$ cat src/rtl/port_define.sv
// Shared register-file port width macros used across the core.
`ifndef PORT_DEFINE_SV
`define PORT_DEFINE_SV
`define RegWidth 32
`define RegBus   31:0
`endif

$ cat src/rtl/mov_wb_pkg.sv
// Shared types for the MOV write-back buffer: pending-entry struct and default sizing.
`ifndef PORT_DEFINE_SV
`include "port_define.sv"
`endif

package mov_wb_pkg;

    localparam int MOV_WB_DEPTH = 2;
    localparam int MOV_WB_AW    = 5;

    typedef logic [`RegBus] reg_data_t;

    // addr field is sized by MOV_WB_AW; instances keep AW equal to it.
    typedef struct packed {
        logic [MOV_WB_AW-1:0] addr;
        reg_data_t            data;
    } wb_entry_t;

endpackage

$ cat src/rtl/mov_wb_fwd_match.sv
// Forwarding lookup over pending write-back entries; pure combinational, youngest match wins.
// No flow control: reads only registered buffer state, so an entry being enqueued is invisible.
module mov_wb_fwd_match
    import mov_wb_pkg::*;
#(
    parameter int DEPTH = MOV_WB_DEPTH,
    parameter int AW    = MOV_WB_AW
) (
    input  wb_entry_t                entries_i [DEPTH],
    input  logic [$clog2(DEPTH)-1:0] head_i,
    input  logic [$clog2(DEPTH):0]   count_i,
    input  logic [AW-1:0]            rd_addr_i,
    output logic                     hit_o,
    output reg_data_t                data_o
);

    localparam int PTR_W = $clog2(DEPTH);
    localparam int CNT_W = PTR_W + 1;

    logic [PTR_W-1:0] idx;

    // Walk oldest to youngest so a later match overrides an earlier one.
    always_comb begin
        hit_o  = 1'b0;
        data_o = '0;
        idx    = '0;
        for (int i = 0; i < DEPTH; i++) begin
            idx = head_i + PTR_W'(i);
            if ((CNT_W'(i) < count_i) && (entries_i[idx].addr == rd_addr_i)) begin
                hit_o  = 1'b1;
                data_o = entries_i[idx].data;
            end
        end
    end

endmodule

$ cat src/rtl/mov_wb_buffer.sv
// In-order MOV write-back FIFO, 1-cycle min latency; in_ready = not full (independent of rf_ready).
// Decode-stage forwarding is compiled in only when MOV_WB_FWD_EN is defined; otherwise fwd_* tie to 0.
module mov_wb_buffer
    import mov_wb_pkg::*;
#(
    parameter int DEPTH = MOV_WB_DEPTH,
    parameter int AW    = MOV_WB_AW
) (
    input  logic                   clk,
    input  logic                   rst,
    input  logic                   in_valid,
    output logic                   in_ready,
    input  reg_data_t              in_data,
    input  logic [AW-1:0]          in_addr,
    output logic                   rf_we,
    output logic [AW-1:0]          rf_waddr,
    output reg_data_t              rf_wdata,
    input  logic                   rf_ready,
    input  logic [AW-1:0]          rd_addr,
    output logic                   fwd_hit,
    output reg_data_t              fwd_data,
    output logic [$clog2(DEPTH):0] count
);

    localparam int PTR_W = $clog2(DEPTH);
    localparam int CNT_W = PTR_W + 1;

    wb_entry_t        mem_q [DEPTH];
    logic [PTR_W-1:0] wr_ptr_q, wr_ptr_d;
    logic [PTR_W-1:0] rd_ptr_q, rd_ptr_d;
    logic [CNT_W-1:0] count_q, count_d;
    logic             push;
    logic             pop;

    assign in_ready = (count_q < CNT_W'(DEPTH));
    assign rf_we    = (count_q != '0);
    assign push     = in_valid && in_ready;
    assign pop      = rf_we && rf_ready;
    assign count    = count_q;

    // DEPTH is a power of two, so pointer wrap is plain overflow.
    always_comb begin
        wr_ptr_d = wr_ptr_q;
        rd_ptr_d = rd_ptr_q;
        count_d  = count_q;
        if (push) begin
            wr_ptr_d = wr_ptr_q + PTR_W'(1);
        end
        if (pop) begin
            rd_ptr_d = rd_ptr_q + PTR_W'(1);
        end
        case ({push, pop})
            2'b10:   count_d = count_q + CNT_W'(1);
            2'b01:   count_d = count_q - CNT_W'(1);
            default: count_d = count_q;
        endcase
    end

    always_ff @(posedge clk) begin
        if (rst) begin
            wr_ptr_q <= '0;
            rd_ptr_q <= '0;
            count_q  <= '0;
        end else begin
            wr_ptr_q <= wr_ptr_d;
            rd_ptr_q <= rd_ptr_d;
            count_q  <= count_d;
        end
    end

    always_ff @(posedge clk) begin
        if (push) begin
            mem_q[wr_ptr_q] <= '{addr: in_addr, data: in_data};
        end
    end

    // Storage is never reset, so mask the head view while empty.
    assign rf_waddr = rf_we ? mem_q[rd_ptr_q].addr : '0;
    assign rf_wdata = rf_we ? mem_q[rd_ptr_q].data : '0;

`ifdef MOV_WB_FWD_EN
    mov_wb_fwd_match #(
        .DEPTH (DEPTH),
        .AW    (AW)
    ) u_fwd_match (
        .entries_i (mem_q),
        .head_i    (rd_ptr_q),
        .count_i   (count_q),
        .rd_addr_i (rd_addr),
        .hit_o     (fwd_hit),
        .data_o    (fwd_data)
    );
`else
    logic unused_rd_addr;
    assign unused_rd_addr = ^rd_addr;
    assign fwd_hit        = 1'b0;
    assign fwd_data       = '0;
`endif

endmodule

$ cat config.mk
export PLATFORM = sky130hd
export DESIGN_NAME = mov_wb_buffer
export DESIGN_NICKNAME = d
export VERILOG_FILES = /design/src/rtl/mov_wb_pkg.sv /design/src/rtl/mov_wb_fwd_match.sv /design/src/rtl/mov_wb_buffer.sv
export VERILOG_INCLUDE_DIRS = /design/src /design/src/rtl
export SDC_FILE = /design/constraint.sdc
export NUM_CORES = 1
export LEC_CHECK = 0
export ABC_CLOCK_PERIOD_IN_PS = 3100
export BUFFER_PORTS_ARGS = -buffer_cell sky130_fd_sc_hd__buf_2
export CORE_UTILIZATION = 45
export DETAILED_ROUTE_END_ITERATION = 6
export PLACE_DENSITY = 0.77
export RECOVER_POWER = 25
export SETUP_SLACK_MARGIN = 0.4
export SLEW_MARGIN = 5
export SYNTH_ARGS = -nofsm -noshare
export SYNTH_HDL_FRONTEND = slang
export SYNTH_SLANG_ARGS = --single-unit
$ cat constraint.sdc
create_clock -name clk -period 3.1 [get_ports clk]
set_input_delay 0.155 -clock clk [delete_from_list [all_inputs] [get_ports clk]]
set_output_delay 0.155 -clock clk [all_outputs]
set_load 0.1 [all_outputs]
### Word level (Yosys, flattened, before mapping)

Memories as Yosys holds them, arrays and structs flattened. A register that Yosys moved wholly into a read port is not among the register bits.
Index checks and enable logic that the tools add are counted.

* memory bits (writable): 74
* bits in registers: 4
* memories kept: 1
* latch bits: 0
* bits in read-only memories: 0
* output and inout bits: 74
* bits of input ports: 46
* logic and storage cells: 22

* magnitude comparators: 1
* $add $sub $neg: 4
* reductions and logical operators: 4
* bitwise operators: 0
* shifts and indexed selects: 0
* muxes and demuxes: 7
* $mul: 0
* eq/ne operators: 2
* divide/modulo/power cells: 0

Memory list
* mem_q: words 2, bits a word 37, read ports 1, clocked after memory_dff 1, wr ports 1, RTL line mov_wb_buffer.sv:28 `wb_entry_t mem_q [DEPTH];`

Operators by type and width (count)
* 32-bit two-way mux: 1
* 5-bit two-way mux: 1
* 1-bit two-way mux: 4
* 2-bit case mux with 2 select lines: 1
* 2-bit nonzero test: 2
* 1-bit adder, second input constant: 2
* 2-bit by 1-bit adder with 2-bit output, second input constant: 1
* 2-bit by 1-bit equality test with 1-bit output, second input constant: 1
* 2-bit equality test, second input constant: 1
* 1-bit logical AND: 2
* 2-bit less-than comparator, second input constant: 1
* 2-bit by 1-bit subtractor with 2-bit output, second input constant: 1

### Longest topological paths before layout

* depth in word-level cells: 4
* mapped depth: 6
* depth with buffers taken out: 6

### Worst setup path before layout

Ideal clock, no wire load.

* path type: register -> register
* from: register count_q[1] (netlist: count[1])
* to: memory mem_q[0][0] in the netlist's numbering (enable)
* required time: 2669 ps
* cell stages (with the launch flop): 3
* clock period less this slack: 3021 ps
* setup time: 431 ps
* arrival time: 2590 ps
* path slack: 79 ps
* cell sequence: dfxtp_1 nand2b_1 nor2_1

* word-level cells in the longest chain between the ends: 4

RTL lines
* from (decl): RTL line mov_wb_buffer.sv:31 `logic [CNT_W-1:0] count_q, count_d;`
* from (signal assigned): RTL line mov_wb_buffer.sv:67 `count_q <= count_d;`
* 2-bit less-than comparator: RTL line mov_wb_buffer.sv:35 `assign in_ready = (count_q < CNT_W'(DEPTH));`
* 1-bit logical AND: RTL line mov_wb_buffer.sv:37 `assign push = in_valid && in_ready;`
* 1-bit two-way mux: RTL line mov_wb_buffer.sv:72 `if (push) begin`
* 1-bit two-way mux (not written as such): RTL line mov_wb_buffer.sv:73 `mem_q[wr_ptr_q] <= '{addr: in_addr, data: in_data};`
* to (decl): RTL line mov_wb_buffer.sv:28

No other way between the ends.

==> flow_metrics.env <==
export IMPL_status="finished, final reports clean"
export IMPL_setup_viol=0
export IMPL_grt_pass1_wl_um=8600
export IMPL_rrSetupSlack_ns=1.39
export IMPL_place_hpwl_um=3370
export IMPL_antenna_found_initial=0
export IMPL_synth_cells=215
export IMPL_whs_ns=0.257
export IMPL_avgSynthCellArea_um2=15.1
export IMPL_startpoint_type="flop"
export IMPL_worstMarginPinSlew_ns=0.878
export IMPL_layout_common_cells="edfxtp_1 (74), buf_2 (69), dlygate4sd3_1 (38)"
export IMPL_utilization_pct=61.3
export IMPL_report_final_hold_viol_count=0
export IMPL_yosysWarnings=0
export IMPL_worstReg2RegEnd="mem_q[0][14]$_DFFE_PP_"
export IMPL_max_cap_viol_count=0
export IMPL_synth_top_family_by_area="multiplexers"
export IMPL_portBuffers=81
export IMPL_cts_resized=0
export IMPL_layout_nets=387
export IMPL_clk_pin_slew_ns=0.08
export IMPL_fp_dieH_um=86.9
export IMPL_wl_met3_um=372
export IMPL_fin_crit_ns=2.24
export IMPL_holdBufCountCts=38
export IMPL_dp_cells=387
export IMPL_ys_seq_area_share_pct=71.5
export IMPL_antenna_left=0
export IMPL_grt_max_degree=38
export IMPL_fmax_mhz=447
export IMPL_timing_final_crit_share_pct=72.2
export IMPL_wire_per_inst_um=12.9
export IMPL_top_layer="met4"
export IMPL_gp_congestion=0.679
export IMPL_cts_tree="yes"
export IMPL_htree_levels=3
export IMPL_synthSimpleGateAreaFrac_pct=5.55
export IMPL_antenna_cells=0
export IMPL_routed_via_count=1969
export IMPL_num_io_pins=120
export IMPL_reg2reg_from="count[1]$_SDFFE_PP0P_"
export IMPL_dr_pass1_iters=4
export IMPL_start_util_pct=47.3
export IMPL_ys_types=17
export IMPL_worstHoldPathType="in2reg"
export IMPL_crit_required_ns=2.94
export IMPL_syn_area_mm2=0.00325
export IMPL_overflow=0
export IMPL_synth_top_area_share_pct=68.4
export IMPL_layout_commonest_cell="edfxtp_1"
export IMPL_synth_xor_area_share_pct=1.08
export IMPL_synthToLayoutAreaGrowth_pct=29.8
export IMPL_cts_buffers=9
export IMPL_cp_arrival_ns=2.08
export IMPL_slew_headroom_pct=41.5
export IMPL_min_path_cells=4
export IMPL_ctsLongestPathBuffers=2
export IMPL_cp_end_kind="output pin"
export IMPL_dr_wl_met2_um=3070
export IMPL_path_max_fanout=20
export IMPL_reg2regPathDepth=3
export IMPL_die_area_mm2=0.00756
export IMPL_rsz0062_at_grt="false"
export IMPL_synthTopCellsByArea="edfxtp_1 (68%), mux2i_1 (11%), buf_4 (8.6%)"
export IMPL_synth_mux_area_share_pct=11.4
export IMPL_wl_um=5710
export IMPL_drcViolationCount=0
export IMPL_gr_usage_all_layers_pct=16.0
export IMPL_finalMaxSlewViolations=0
export IMPL_cts_setup_buffers=0
export IMPL_final_cells=441
export IMPL_met1Wirelength_um=2180
export IMPL_synth_fa_ha_area_share_pct=0.385
export IMPL_die_w_um=86.9
export IMPL_yosys_area_top_type="edfxtp_1"
export IMPL_cts_root_buf="clkbuf_8"
export IMPL_grt_pass1_vias=1890
export IMPL_critPathKind="reg2out"
export IMPL_fillers=530
export IMPL_drt_iter0_drc=70
export IMPL_cp_endpoint="rf_wdata[26]"
export IMPL_tns_ns=0
export IMPL_clock_skew_ns=0.00652
export IMPL_drive_gt1_share_pct=30.1
export IMPL_clock_latency_ns=0.34
export IMPL_viasPerCell=4.46
export IMPL_coreArea_mm2=0.00687
export IMPL_synth_compound_area_share_pct=0.462
export IMPL_clock_sinks=79
export IMPL_ys_ff_latch=79
export IMPL_rows=30
==> registers in the layout, summed over array words and instances, names as in the netlist, named ones only <==
signal	cells
count	2
mem_q	74
rd_ptr_q	1
wr_ptr_q	1
==> critical path: stages (launching register included) <==
cell     delay [ns]
dfxtp_2        0.74
buf_4          0.36
mux2i_1        0.12
nor2_2         0.08
buf_2          0.43
==> Yosys cell counts (all sizes together) <==
master and n:
a21oi 1, o21ai 2, dfxtp 5, or3 1
buf 40, ha 1, conb 1, xnor2 1
inv 3, mux2i 37, and3 1, nor2 43
edfxtp 74, clkbuf 1, xor2 3, nand2b 1
==> through the flow <==
stage	cell area, um^2	setup WS (ns)
after global placement	3670	1.20
final	4210	0.861
after global routing	4210	0.726
after CTS	4230	0.818
after floorplan	3400	0.178
after detailed placement	3670	1.20
==> how the worst min path moves through the flow <==
stage	end	slack [ns]	start
floorplan	count[1]$_SDFFE_PP0P_	0.22	rst
finish	flop	0.26	rf_ready
global route	flop	0.30	rf_ready
CTS	flop	0.26	rf_ready
detailed placement	mem_q[1][14]$_DFFE_PP_	0.35	in_data[14]
global placement	mem_q[0][12]$_DFFE_PP_	0.34	in_data[12]
==> area by class of cell <==
cell class | instances | area (um^2) | area share [%]
Tap cell | 96 | 120 | 2.85
Timing Repair Buffer | 123 | 802 | 19.0
Clock buffer | 9 | 124 | 2.94
Sequential cell | 79 | 2320 | 55.1
Multi-Input combinational cell | 124 | 778 | 18.5
Inverter | 3 | 11.3 | 0.267
Clock inverter | 7 | 55.1 | 1.31
==> cells by family (layout without fill, tap and decap cells) <==
group | Yosys count | after routing
buf+inv | 44 | 142
mux | 37 | 37
xor+xnor | 4 | 4
compound gates | 3 | 3
fa+ha+maj | 1 | 1
simple gates | 46 | 46
other cells | 1 | 33
flops | 79 | 79
==> routing by layer <==
layer / vias to the layer above / global-route usage (%)
met5: - / 0
met4: 0 / 7.42
met3: 7 / 5.69
met2: 96 / 29.3
met1: 922 / 16.2
li1: 944 / -
Power is left out: the tool's default activity adds up to more than one toggle a clock period on the data nets, which glitch-free logic cannot reach.
